--- src/rtl/serial_add_sub_nand_pkg.sv ---
// Shared types for the bit-serial adder/subtractor.
package serial_add_sub_nand_pkg;

  // Control states of the serial engine.
  typedef enum logic [1:0] {
    ST_IDLE = 2'd0,
    ST_RUN  = 2'd1,
    ST_DONE = 2'd2
  } state_t;

endpackage

--- src/rtl/serial_add_sub_nand_fa.sv ---
// NAND-only full adder: nine two-input NANDs produce both sum and carry.
module full_adder_nand (
  input  logic a,
  input  logic b,
  input  logic cin,
  output logic sum,
  output logic cout
);

  logic n1, n2, n3, n4, n5, n6, n7;

  assign n1   = ~(a & b);
  assign n2   = ~(a & n1);
  assign n3   = ~(b & n1);
  assign n4   = ~(n2 & n3);   // a ^ b
  assign n5   = ~(n4 & cin);
  assign n6   = ~(n4 & n5);
  assign n7   = ~(cin & n5);
  assign sum  = ~(n6 & n7);   // a ^ b ^ cin
  assign cout = ~(n1 & n5);   // (a & b) | (cin & (a ^ b))

endmodule

--- src/rtl/serial_add_sub_nand.sv ---
// Bit-serial adder/subtractor: one bit per clock, LSB first, through a
// single NAND full-adder cell. Subtraction is a + ~b + 1.
module serial_add_sub_nand
  import serial_add_sub_nand_pkg::*;
#(
  parameter int WIDTH = 8,
  parameter int CNT_W = $clog2(WIDTH + 1)
) (
  input  logic             clk,
  input  logic             rst,
  input  logic             start,
  input  logic             sub,
  input  logic [WIDTH-1:0] a,
  input  logic [WIDTH-1:0] b,
  output logic             busy,
  output logic             done,
  output logic [WIDTH-1:0] result,
  output logic             cout,
  output logic             ovf
);

  state_t           state_q, state_d;
  logic [WIDTH-1:0] shift_a_q, shift_a_d;
  logic [WIDTH-1:0] shift_b_q, shift_b_d;
  logic [WIDTH-1:0] result_q, result_d;
  logic [CNT_W-1:0] cnt_q, cnt_d;
  logic             carry_q, carry_d;
  logic             cout_q, cout_d;
  logic             ovf_q, ovf_d;
  logic             busy_q, busy_d;
  logic             done_q, done_d;

  logic             fa_sum;
  logic             fa_cout;
  logic [WIDTH-1:0] sum_msb;
  logic             load;

  full_adder_nand u_fa (
    .a   (shift_a_q[0]),
    .b   (shift_b_q[0]),
    .cin (carry_q),
    .sum (fa_sum),
    .cout(fa_cout)
  );

  // Next-state logic: operand load, one serial step per RUN cycle, and flag capture.
  always_comb begin
    // NOTE: every signal gets a default here so no path leaves it unassigned (no latches).
    state_d   = state_q;
    shift_a_d = shift_a_q;
    shift_b_d = shift_b_q;
    result_d  = result_q;
    cnt_d     = cnt_q;
    carry_d   = carry_q;
    cout_d    = cout_q;
    ovf_d     = ovf_q;
    load      = 1'b0;
    sum_msb   = '0;
    sum_msb[WIDTH-1] = fa_sum;

    case (state_q)
      ST_IDLE: begin
        if (start) load = 1'b1;
      end
      ST_RUN: begin
        shift_a_d = shift_a_q >> 1;
        shift_b_d = shift_b_q >> 1;
        result_d  = (result_q >> 1) | sum_msb;
        carry_d   = fa_cout;
        cnt_d     = cnt_q + CNT_W'(1);
        if (cnt_q == CNT_W'(WIDTH - 1)) begin
          cout_d  = fa_cout;
          ovf_d   = carry_q ^ fa_cout;
          state_d = ST_DONE;
        end
      end
      ST_DONE: begin
        if (start) load = 1'b1;
        else       state_d = ST_IDLE;
      end
      default: state_d = ST_IDLE;
    endcase

    // A new operation takes priority in IDLE and DONE alike (back-to-back).
    if (load) begin
      shift_a_d = a;
      shift_b_d = sub ? ~b : b;
      carry_d   = sub;
      cnt_d     = '0;
      result_d  = '0;
      state_d   = ST_RUN;
    end
  end

  // Status outputs are registered copies of the next state.
  always_comb begin
    busy_d = (state_d == ST_RUN);
    done_d = (state_d == ST_DONE);
  end

  // State registers with synchronous reset; reset discards any in-flight operation.
  always_ff @(posedge clk) begin
    // NOTE: sequential state uses non-blocking assignments so all flops update together.
    if (rst) begin
      state_q   <= ST_IDLE;
      shift_a_q <= '0;
      shift_b_q <= '0;
      result_q  <= '0;
      cnt_q     <= '0;
      carry_q   <= 1'b0;
      cout_q    <= 1'b0;
      ovf_q     <= 1'b0;
      busy_q    <= 1'b0;
      done_q    <= 1'b0;
    end else begin
      state_q   <= state_d;
      shift_a_q <= shift_a_d;
      shift_b_q <= shift_b_d;
      result_q  <= result_d;
      cnt_q     <= cnt_d;
      carry_q   <= carry_d;
      cout_q    <= cout_d;
      ovf_q     <= ovf_d;
      busy_q    <= busy_d;
      done_q    <= done_d;
    end
  end

  assign busy   = busy_q;
  assign done   = done_q;
  assign result = result_q;
  assign cout   = cout_q;
  assign ovf    = ovf_q;

endmodule
--- config.mk ---
export PLATFORM = sky130hd
export DESIGN_NAME = serial_add_sub_nand
export DESIGN_NICKNAME = d
export VERILOG_FILES = /design/src/rtl/serial_add_sub_nand_pkg.sv /design/src/rtl/serial_add_sub_nand_fa.sv /design/src/rtl/serial_add_sub_nand.sv
export SDC_FILE = /design/constraint.sdc
export NUM_CORES = 1
export LEC_CHECK = 0
export CAP_MARGIN = 20
export CORE_ASPECT_RATIO = 0.8
export CORE_UTILIZATION = 53
export CTS_CLUSTER_DIAMETER = 150
export DETAILED_ROUTE_END_ITERATION = 10
export PLACE_DENSITY = 0.83
export SKIP_CTS_REPAIR_TIMING = 1
export SKIP_LAST_GASP = 1
export SLEW_MARGIN = 10
export SYNTH_ARGS = -nofsm -noshare
export SYNTH_HDL_FRONTEND = slang
export SYNTH_HIERARCHICAL = 1
export SYNTH_SLANG_ARGS = --single-unit
--- constraint.sdc ---
create_clock -name clk -period 2.27 [get_ports clk]
set_clock_uncertainty 0.05 [all_clocks]
set_input_delay 0.227 -clock clk [delete_from_list [all_inputs] [get_ports clk]]
set_output_delay 0.227 -clock clk [all_outputs]
set_load 0.005 [all_outputs]
======== Word-level counts from Yosys, hierarchy flattened ========
Cells that the tools add are included.
word-level totals
  flip-flop bits (word level) ............. 35
  output and inout bits ................... 12
  input bits .............................. 20
  word-level logic and storage cells ...... 55
operators by class
  multiplexer cells ....................... 13
  reductions and logical operators ........ 5
  add/subtract/negate cells ............... 1
  equal/unequal tests ..................... 5
  bitwise gates (word level) .............. 21
operator list
  cell                                                             count
  8-bit two-way mux                                                5
  1-bit AND                                                        9
  1-bit inverter                                                   9
  8-bit inverter                                                   1
  7-bit by 8-bit bitwise OR with 8-bit output                      1
  2-bit two-way mux                                                3
  2-bit case mux with 3 select lines                               1
  4-bit by 1-bit adder with 4-bit output, second input constant    1
  2-bit by 1-bit == test with 1-bit output, second input constant  2
  2-bit == test, second input constant                             2
  4-bit by 3-bit == test with 1-bit output, second input constant  1
  1-bit two-way mux                                                4
  2-bit OR reduction                                               2
  2-bit zero test                                                  1
  2-bit AND reduction                                              1
  2-bit nonzero test                                               1
  1-bit bitwise XOR                                                1

======== Longest topological paths before layout ========
  depth in word-level cells ............... 13
  depth in mapped cells ................... 5
  depth with buffers taken out ............ 4

======== Hierarchy ========
The synthesis kept the hierarchy.
modules (own cells, without submodules)
  module               cells an instance  instances  sequential area each (um^2)  area an instance (um^2)
  serial_add_sub_nand  170                1          700.7                        1452.6
  full_adder_nand      1                  1          0.0                          20.0

======== Worst setup path after synthesis ========
OpenSTA, ideal clock, no wires.
  path type ............................... register to register
  start point ............................. register shift_a_q[0]
  end point ............................... register ovf_q, in the netlist ovf
  buffers on the path ..................... 0
  arrival time ............................ 1.314 ns
  required time ........................... 2.150 ns
  clock period less this slack ............ 1.434 ns
  slack ................................... 0.836 ns
  setup time .............................. 0.070 ns
  cell stages (with the launch flop) ...... 5
  cell sequence ........................... dfxtp_1 -> fa_1 -> xnor2_1 -> or3_1 -> a21oi_1
between the ends
  cells in the longest elaborated chain, start to end .. 11
  elaborated cells on any way between the ends .. 13
  those cells by class .................... bitwise (13)
ends and longest elaborated chain
  item                               RTL line                                                    RTL
  from (decl)                        serial_add_sub_nand.sv:23                                   logic [WIDTH-1:0] shift_a_q, shift_a_d;
  from (signal assigned)             serial_add_sub_nand.sv:117                                  shift_a_q <= shift_a_d;
  1-bit AND                          serial_add_sub_nand_fa.sv:12                                assign n1 = ~(a & b);
  1-bit inverter                     serial_add_sub_nand_fa.sv:12
  1-bit AND (on tied branches)       serial_add_sub_nand_fa.sv:13, serial_add_sub_nand_fa.sv:14
  1-bit inverter (on tied branches)  serial_add_sub_nand_fa.sv:13, serial_add_sub_nand_fa.sv:14
  1-bit AND                          serial_add_sub_nand_fa.sv:15                                assign n4 = ~(n2 & n3);
  1-bit inverter                     serial_add_sub_nand_fa.sv:15
  1-bit AND                          serial_add_sub_nand_fa.sv:16                                assign n5 = ~(n4 & cin);
  1-bit inverter                     serial_add_sub_nand_fa.sv:16
  1-bit AND (*)                      serial_add_sub_nand_fa.sv:20                                assign cout = ~(n1 & n5);
  1-bit inverter (*)                 serial_add_sub_nand_fa.sv:20
  via fa_cout                        serial_add_sub_nand.sv:34                                   logic fa_cout;
  1-bit bitwise XOR (*)              serial_add_sub_nand.sv:73                                   ovf_d = carry_q ^ fa_cout;
  to (signal assigned)               serial_add_sub_nand.sv:123                                  ovf_q <= ovf_d;
  to (decl)                          serial_add_sub_nand.sv:29                                   logic ovf_q, ovf_d;
Mark *: on every way through the listed nets, which the timed path passes. The rest lies on a longest branch.
A chain may end at the register's enable or synchronous reset.

======== Worst setup path after layout ========
Ends and elaborated chain as after synthesis.

==> impl_metrics.tcl <==
set metrics [dict create \
    status "completed" \
    path_clk_slew_ns 0.12 \
    multi_input_comb_area_sq_um 687 \
    ys_seq_area_frac 0.476 \
    n_fill_cell 201 \
    syn_avg_cell_area_sq_um 8.61 \
    grt_pass1_wl_um 5330 \
    finalWorstSetupSlack_ns 0.686 \
    grt_start_max_net_pins 25 \
    yosysMostFrequentCell "dfxtp_1" \
    critPathMaxStageDelay_ns 0.49 \
    synth_area_leader_cell "dfxtp_1" \
    ys_ff_latch 35 \
    dieArea_sq_um 2990 \
    path_cells "fa_1, xnor2_1, or3_1, a21oi_1" \
    first_pass_iters 4 \
    syn_area_sq_um 1470 \
    synthArstFlopShare 0 \
    regArea_sq_um 701 \
    start_kind "flip-flop" \
    num_antenna_cells 0 \
    root_buffer "clkbuf_4" \
    wl_um 3330 \
    synthTopCellsByCount "dfxtp_1, nand2_1, a21oi_1" \
    endpoint_kind "flip-flop" \
    route.detailed.drc 0 \
    dieHeight_um 49.1 \
    finalSetupViolations 0 \
    synth.distinct_cells 27 \
    finalHoldViolations 0 \
    fin_nets 223 \
    cts_tree "done" \
    worstPathMaxFanout 3 \
    fin_area_sq_um 1890 \
    hp-class "reg2reg" \
    rows 16 \
    grt_overflow 0 \
    antenna_found_initial 0 \
    path_buf_inv 0 \
    die_w_um 60.9 \
    min_period_over_period 0.698 \
    clock_sinks 35 \
    clk_path_buf_depth 2 \
    drv_slew 0 \
    syn_nets 193 \
    tns_ns 0 \
    drt-vias-per-instance 5.56 \
    crit_family "adder cells" \
    place_ws_ns 0.586 \
    ys_warn_count 6 \
    placed_area_sq_um 1790 \
    hold_ws_ns 0.422 \
    pin_count 32 \
    place.gp.congestion 0.807 \
    synthFlopType "dfxtp_1" \
    arrival_ns 1.81 \
    irDropWorstVdd_mv 0.537 \
    htree_levels 2 \
    cp.required_ns 2.49 \
    synthCells 171 \
    area_growth_pct 28.3 \
    max_slew_margin 0.687 \
    wl_per_cell_um 14.0 \
    cts_inserted_buffers 5 \
    dp_hpwl_um 2210 \
    leakage_uw 0.000703 \
    initial_core_util 0.579 \
    insertion_delay_ns 0.35 \
    netlist_top_cells_area "dfxtp_1, nand2_1, a21oi_1" \
    drt_iter0_drc 97 \
    synth-edff-count 0 \
    track_usage 0.244 \
    path_class "reg2reg" \
    power_density_nw_per_um2 742 \
    rsz0062_at_grt "no" \
    grt_pass1_vias 1214 \
    core_area_sq_um 2540 \
    worstMarginPinSlew_ns 0.467 \
    port_buffers 31 \
    post-route-min-period_ns 1.58 \
    synth_top_area_frac 0.476 \
    vias 1323 \
    fmax_mhz 631 \
    final_antenna_net_count 0 \
    layout-drive-gt1-share 0.0693 \
    slowest_stage "fa_1" \
    max_cap_viol_count 0 \
]
worst register-to-register path, delay by kind of cell, from the launching register on:
kind	cells	cell delay [ns]
fa+ha+maj	1	0.49
flops	1	0.35
simple gates	1	0.31
xor+xnor	1	0.15
compound gates	1	0.15
power by group:
| group | switching [uW] | leakage (uW) | internal [uW] |
|---|---|---|---|
| clock | 221 | 0.0000525 | 344 |
| sequential | 21.0 | 0.000286 | 645 |
| combinational | 90.5 | 0.000364 | 80.2 |
logic make-up (layout without fill, tap and decap cells):
| logic type | Yosys count | in the layout | share of synthesized area |
|---|---|---|---|
| xor+xnor | 11 | 11 | 0.0654 |
| compound gates | 46 | 46 | 0.178 |
| simple gates | 61 | 61 | 0.195 |
| buf+inv | 15 | 46 | 0.0578 |
| flops | 35 | 35 | 0.476 |
| mux | 1 | 1 | 0.00680 |
| fa+ha+maj | 2 | 2 | 0.0221 |
registers in the layout, summed over array words and instances, names as in the netlist:
name and cells:
state_q 2, shift_a_q 8, result 8, cout 1, done 1, ovf 1, busy 1, cnt_q 4
shift_b_q 8, carry_q 1
path summary, 6_finish.rpt:
path	startpoint	endpoint	slack, ns	cells past startpoint
max reg2reg	shift_a_q[0]	ovf	0.69	4
min	result[0]	result[0]	0.42	2
max	shift_a_q[0]	ovf	0.69	4
min reg2reg	result[0]	result[0]	0.42	2
through the flow:
stage / instances / total power, uW / utilization
after CTS: 238 / 1400 / 0.743
final: 238 / 1400 / 0.743
after global routing: 238 / 1440 / 0.743
after detailed placement: 230 / 845 / 0.703
after floorplan: 171 / 786 / -
after global placement: 230 / 840 / 0.703
layout by cell type (no fill, tap or decap):
cell type,n
or3_1,3
nor3_1,3
and2b_1,1
buf_4,5
bufinv_16,2
nand2_1,34
clkbuf_1,1
dfxtp_1,35
a22oi_1,8
nor2_1,5
mux2i_1,1
nand2b_2,1
nand2b_1,1
ha_1,1
a311oi_1,1
clkbuf_4,5
o21ai_0,9
nand3_1,10
nor2b_1,1
clkdlybuf4s50_1,31
fa_1,1
a21oi_1,22
xnor2_1,2
nand3b_1,1
inv_1,2
xor2_1,9
a31oi_1,6
nand3b_4,1
routing by layer:
layer / track usage / wire length (um)
met1: 0.320 / 1530
met2: 0.377 / 1570
met3: 0.0716 / 201
met4: 0.0909 / 27
met5: 0 / 0
area by class of cell:
cell class | instances | area share
multi-input combinational | 121 | 0.364
clock inverter | 2 | 0.0318
inverter | 2 | 0.00397
sequential | 35 | 0.371
timing repair buffer | 36 | 0.184
tap | 36 | 0.0238
clock buffer | 6 | 0.0219
Power figures use the tool's default switching activity.
